`src/rtl/tim_channel_if.sv`:
```
// Signal bundle between the timer core and one compare/PWM channel.
// There is no handshake: the channel samples every input on every clk edge.
interface tim_channel_if #(
  parameter int WIDTH = 16
);
  logic             en;
  logic [WIDTH-1:0] tim_cnt;
  logic [WIDTH-1:0] tim_ccr;
  logic             mode;
  logic             polarity;
  logic             pwm_out;
  logic             cc_flag;

  // Timer core side
  modport master (
    output en, tim_cnt, tim_ccr, mode, polarity,
    input  pwm_out, cc_flag
  );

  // Channel side
  modport slave (
    input  en, tim_cnt, tim_ccr, mode, polarity,
    output pwm_out, cc_flag
  );
endinterface

```
`src/rtl/tim_channel.sv`:
```
// Single compare/PWM channel: registered PWM level plus a one-cycle compare-match pulse.
// Define TIM_CH_PRELOAD_EN to take the compare value from a shadow register updated at period start.
module tim_channel #(
  parameter int WIDTH = 16
) (
  input  logic         clk,
  input  logic         rst,
  tim_channel_if.slave bus
);
  logic [WIDTH-1:0] w_ccr_act;
  logic [WIDTH-1:0] r_cnt_prev;
  logic             r_en_d;
  logic             r_pwm;
  logic             r_cc;
  logic             w_raw;
  logic             w_match;

`ifdef TIM_CH_PRELOAD_EN
  logic [WIDTH-1:0] r_ccr_shadow;

  // CCR writes land only at count zero (or while disabled) so a period never sees a half-updated duty.
  always_ff @(posedge clk or posedge rst) begin
    if (rst) begin
      r_ccr_shadow <= '0;
    end else if ((bus.tim_cnt == '0) || !bus.en) begin
      r_ccr_shadow <= bus.tim_ccr;
    end
  end

  assign w_ccr_act = r_ccr_shadow;
`else
  assign w_ccr_act = bus.tim_ccr;
`endif

  assign w_raw = bus.mode ? (bus.tim_cnt >= w_ccr_act) : (bus.tim_cnt < w_ccr_act);

  // r_en_d gates the first enabled cycle, where r_cnt_prev still holds a stale count.
  assign w_match = bus.en && r_en_d && (bus.tim_cnt == w_ccr_act) &&
                   (bus.tim_cnt != r_cnt_prev);

  always_ff @(posedge clk or posedge rst) begin
    if (rst) begin
      r_cnt_prev <= '0;
      r_en_d     <= 1'b0;
      r_pwm      <= 1'b0;
      r_cc       <= 1'b0;
    end else begin
      r_en_d <= bus.en;
      if (bus.en) begin
        r_cnt_prev <= bus.tim_cnt;
      end
      r_pwm <= bus.en ? (w_raw ^ bus.polarity) : 1'b0;
      r_cc  <= w_match;
    end
  end

  assign bus.pwm_out = r_pwm;
  assign bus.cc_flag = r_cc;
endmodule

```
`src/flat_wrapper.sv`:
```
// flat-port wrapper written by rule: the top's interface ports become plain ports
module tim_channel_flat 
#(
  parameter int WIDTH = 16
)
  (clk, rst, bus_en, bus_tim_cnt, bus_tim_ccr, bus_mode, bus_polarity, bus_pwm_out, bus_cc_flag);
  tim_channel_if #(.WIDTH(WIDTH)) bus_i ();
  input  logic clk;
  input  logic rst;
  input wire logic [$bits(bus_i.en)-1:0] bus_en;
  input wire logic [$bits(bus_i.tim_cnt)-1:0] bus_tim_cnt;
  input wire logic [$bits(bus_i.tim_ccr)-1:0] bus_tim_ccr;
  input wire logic [$bits(bus_i.mode)-1:0] bus_mode;
  input wire logic [$bits(bus_i.polarity)-1:0] bus_polarity;
  output wire logic [$bits(bus_i.pwm_out)-1:0] bus_pwm_out;
  output wire logic [$bits(bus_i.cc_flag)-1:0] bus_cc_flag;
  assign bus_i.en = bus_en;
  assign bus_i.tim_cnt = bus_tim_cnt;
  assign bus_i.tim_ccr = bus_tim_ccr;
  assign bus_i.mode = bus_mode;
  assign bus_i.polarity = bus_polarity;
  assign bus_pwm_out = bus_i.pwm_out;
  assign bus_cc_flag = bus_i.cc_flag;
  tim_channel #(.WIDTH(WIDTH)) u_core (.clk(clk), .rst(rst), .bus(bus_i));
endmodule
```
`config.mk`:
```
export PLATFORM = sky130hd
export DESIGN_NAME = tim_channel_flat
export DESIGN_NICKNAME = d
export VERILOG_FILES = /design/src/rtl/tim_channel_if.sv /design/src/rtl/tim_channel.sv /design/src/flat_wrapper.sv
export SDC_FILE = /design/constraint.sdc
export NUM_CORES = 1
export LEC_CHECK = 0
export ABC_AREA = 1
export CORE_UTILIZATION = 47
export CTS_BUF_LIST = sky130_fd_sc_hd__clkbuf_8 sky130_fd_sc_hd__clkbuf_16
export DETAILED_ROUTE_END_ITERATION = 10
export PLACE_DENSITY = 0.87
export RECOVER_POWER = 25
export REMOVE_ABC_BUFFERS = 1
export SLEW_MARGIN = 5
export SYNTH_ARGS = -nofsm -noshare
export SYNTH_HDL_FRONTEND = slang
export SYNTH_SLANG_ARGS = --single-unit
```
`constraint.sdc`:
```
create_clock -name clk -period 1.3 [get_ports clk]
set_input_delay 0.26 -clock clk [delete_from_list [all_inputs] [get_ports clk]]
set_output_delay 0.26 -clock clk [all_outputs]
set_load 0.01 [all_outputs]
```
=== Word level (Yosys, flattened, before mapping) ===
Cells that the tools add are included.

* Add/subtract/negate cells: 0
* $mul: 0
* Divide/modulo/power cells: 0
* Order comparisons: 2
* Eq/ne operators: 2
* Shift operators: 0
* Muxes and demuxes: 2
* Bitwise operators: 1
* Reductions and logical operators: 3

{| class="wikitable"
|+ Operator list
! kind !! number
|-
| $eq A16 B16 Y1 || 1
|-
| $ge A16 B16 Y1 || 1
|-
| $lt A16 B16 Y1 || 1
|-
| $ne A16 B16 Y1 || 1
|-
| $logic_and A1 B1 Y1 || 3
|-
| $mux W1 || 2
|-
| $xor A1 B1 Y1 || 1
|}

* Bits in registers: 19
* Latch bits: 0
* Bits in writable memories: 0
* ROM bits: 0
* Input port bits: 37
* Output and inout bits: 2
* Logic and storage cells: 14
* Memories kept: 0

=== Depth between registers and ports, before layout ===
* Depth in word-level cells: 4
* Depth in mapped cells: 15

=== Worst setup path before layout ===
OpenSTA, ideal clock, no wires.

* Path kind: input-to-reg
* From: input port bus_tim_ccr[15]
* To: register u_core.r_pwm, in the netlist u_core.bus.pwm_out
* Library setup time: 119 ps
* Arrival: 1221 ps
* Slack: -40 ps
* Cell stages on the path: 9
* Cells stage by stage: inv_1 > ha_1 > nand2_1 > nor2_2 > nand2_1 > o21ai_1 > nand3_1 > a21oi_1 > nor2_1

* Longest elaborated chain between the ends: 4
* Elaborated cells on any way between the ends: 5
* Classes of those cells: order compare: 2; mux: 2; bitwise: 1

{| class="wikitable"
|+ RTL lines
! item !! line !! RTL
|-
| start, declared || flat_wrapper.sv:12 || <nowiki>input wire logic [$bits(bus_i.tim_ccr)-1:0] bus_tim_ccr;</nowiki>
|-
| $lt A16 B16 Y1 or $ge A16 B16 Y1 (tied branches) || tim_channel.sv:35 || <nowiki>assign w_raw = bus.mode ? (bus.tim_cnt >= w_ccr_act) : (bus.tim_cnt < w_ccr_act);</nowiki>
|-
| $mux W1 (*) || tim_channel.sv:35 ||
|-
| $xor A1 B1 Y1 (*) || tim_channel.sv:52 || <nowiki>r_pwm <= bus.en ? (w_raw ^ bus.polarity) : 1'b0;</nowiki>
|-
| $mux W1 (*) || tim_channel.sv:52 ||
|-
| end signal, assigned || tim_channel.sv:52 ||
|-
| end, declared || tim_channel.sv:13 || <nowiki>logic r_pwm;</nowiki>
|}

Mark *: on every way between the ends. The rest lies on a longest branch, timed or not.
A chain may end at the register's enable or synchronous reset.

=== Worst setup path after layout ===
* From: input port bus_tim_cnt[9]
* To: register u_core.r_pwm, in the netlist u_core.bus.pwm_out

* Longest elaborated chain between the ends: 4
* Elaborated cells on any way between the ends: 5
* Classes of those cells: order compare: 2; mux: 2; bitwise: 1

{| class="wikitable"
|+ RTL lines
! item !! line !! RTL
|-
| start, declared || flat_wrapper.sv:11 || <nowiki>input wire logic [$bits(bus_i.tim_cnt)-1:0] bus_tim_cnt;</nowiki>
|-
| $lt A16 B16 Y1 or $ge A16 B16 Y1 (tied branches) || tim_channel.sv:35 ||
|-
| $mux W1 (*) || tim_channel.sv:35 ||
|-
| $xor A1 B1 Y1 (*) || tim_channel.sv:52 ||
|-
| $mux W1 (*) || tim_channel.sv:52 ||
|}

Marks and branches as above.

==> impl_metrics.ini <==
[detailed_routing]
drt-total-wl_um = 3727
num_vias = 1297
drc = 0
ant_nets = 0
routedWlPerCell_um = 15.09
vias_per_cell = 5.251
first_pass_iters = 4
drt_iter0_drc = 21

[sta]
fmax_mhz = 743.0
timing.final.ws_setup_ps = -45.84
drv_slew = 0
hold_viol_final = 0
setup_violations = 1
worst_pin_slew_ps = 491.6
finClkSkew_ps = 3.541
fin_crit_sh_pct = 103.5
maxSlewHeadroom_pct = 67.23
finalCriticalPeriod_ps = 1346

[min_path]
min_path_cells = 4
hp-class = primary input to flop

[cts]
clock_latency_ps = 250
cts_buffers = 3
cts_max_path_buffers = 2
ctsHoldBuffers = 0
path_clk_slew_ps = 80
root_buffer = clkbuf_8
cts.sinks = 19
htreeDepth = 1
cts_tree = built

[die]
boundaryPins = 39
std_cell_rows = 18
core_um2 = 2590
die_x_um = 55.30
die-area_um2 = 3058
start_util_pct = 51.55
dieHeight_um = 55.30

[synthesis]
synth_warnings = 0
synth_cell_types = 19
syn_area_per_cell_um2 = 8.613
yosysTopAreaCell = dfrtp_1
synth_top_cell_area_share_pct = 35.61
seq_area_frac_synth_pct = 35.61
syn_area_um2 = 1335
syn-instance-count = 155
synth.area.top_cells = dfrtp_1, ha_1, mux2_2
ys_ff_latch = 19

[placement]
pre_cts_slack_ps = -661.4
post-place-cells = 242
portBuffers = 38
gp_congestion = 0.8174
hpwl_um = 2379

[final_layout]
final_common_cell = clkbuf_2
diodes = 0
final_cell_mix = clkbuf_2, buf_4, dfrtp_1, inv_2, nand2_1
nNetsFinal = 271
drive_gt1_share_pct = 60.37
area_delta_synth_final_pct = 59.98
finalNonFillerCells = 247
post-route-util_pct = 82.46

[power_and_ir_drop]
power_density_nw_per_um2 = 795.6
p_total_uw = 1699
peakVddDrop_uv = 717.7
leakage_uw = 0.001044

[status]
status = complete, but fails checks
violations = negative setup slack

[global_routing]
grt-ovfl-total = 0
antenna_found_initial = 0
track_usage_pct = 22.27
grt_pass1_wl_um = 5457
grt_start_max_net_pins = 22
grt_pass1_vias = 1300

[run]
cap_violations = 0

[critical_path]
worst-r2r-cell-count = 4
critPathKind = primary input to flop
cp-start-kind = primary input
path_max_fanout = 2
worstPathRequired_ps = 1470
worstPathArrival_ps = 1520
crit_path_end_kind = flop
[sequential cells by signal, indices dropped and copies added (netlist names)]
signal              count
u_core.bus.pwm_out      1
u_core.bus.cc_flag      1
u_core.r_cnt_prev      16
u_core.r_en_d           1
[power by group]
group          switching, uW  leakage (uW)  internal [uW]
Clock                    201     0.0000255            213
Combinational            290      0.000792            317
Sequential              34.6      0.000227            644
Total                    525       0.00104           1170
[worst paths after layout]
check,start,end,slack (ps)
worst max register to register,u_core.r_cnt_prev[10],u_core.bus.cc_flag,40
min in group asynchronous,rst,u_core.r_cnt_prev[7],540
worst min-delay path,bus_tim_cnt[0],u_core.r_cnt_prev[0],370
max in group asynchronous,rst,u_core.r_cnt_prev[3],420
worst min register to register,u_core.r_en_d,u_core.bus.cc_flag,510
worst max-delay path,bus_tim_cnt[9],u_core.bus.pwm_out,-50
[worst max-delay path, stage by stage]
cell      delay [ps]
clkbuf_2         110
ha_4             240
nand2_1           70
nand2_1           60
nand3_1           80
nand2_1          110
a21oi_4          160
nand3_2          120
nand3_2           80
nand2_1           80
nor2_1           130
[cells by family after synthesis]
| family | count (synthesis) | share of synthesized area, % |
|---|---|---|
| and+or+nand+nor | 50 | 15.93 |
| DFF | 19 | 35.61 |
| adders and majority gates | 16 | 15.00 |
| buffers and inverters | 29 | 8.810 |
| AOI/OAI and AO/OA | 16 | 6.185 |
| muxes | 11 | 9.278 |
| xor gates and xnor gates | 14 | 9.185 |
[Yosys cell counts]
cell type and count:
xor2_1 2, a21o_1 1, or2_2 2, buf_6 1, nor2_2 1, buf_2 1, dfrtp_1 19, nor2_1 9
nor4_1 1, o21ai_1 1, nand3_1 4, nand2_1 29, a21oi_1 9, o21ai_0 5, xnor2_1 12, mux2_2 11
inv_1 27, ha_1 16, nand4_1 4
[layer usage]
metal  GRT usage, %  vias to the layer above  wire (um)
li1               -                      620          -
met1          25.49                      622       1455
met2          42.17                       45       2041
met3          3.279                       10        158
met4          6.786                        0         73
met5              0                        -          0
[final cells by class]
type,count,area (um^2)
Multi-Input combinational cell,107,1076
Clock inverter,1,5.005
Clock buffer,3,41.29
Timing Repair Buffer,60,399.1
Tap cell,30,37.54
Inverter,27,101.3
Fill cell,150,454.2
Sequential cell,19,475.5
[through the flow]
step / cell area (um^2) / hold WS, ps / TNS (ps)
2_1_floorplan: 1319 / 211.1 / -40.35
3_5_place_dp: 1907 / 504.1 / -2357
3_3_place_gp: 1907 / 507.2 / -2115
6_report: 2136 / 372.1 / -45.84
4_1_cts: 2092 / 327.0 / -115.6
5_1_grt: 2136 / 371.3 / -145.0
[repair_timing]
| action | in CTS | in global routing |
|---|---|---|
| setup buffers | 1 | 0 |
| pin swaps | 41 | 37 |
| gates resized for setup | 73 | 101 |
| endpoints found under the setup margin | 4 | 2 |
Note: power is estimated with default switching activity, not from simulation.
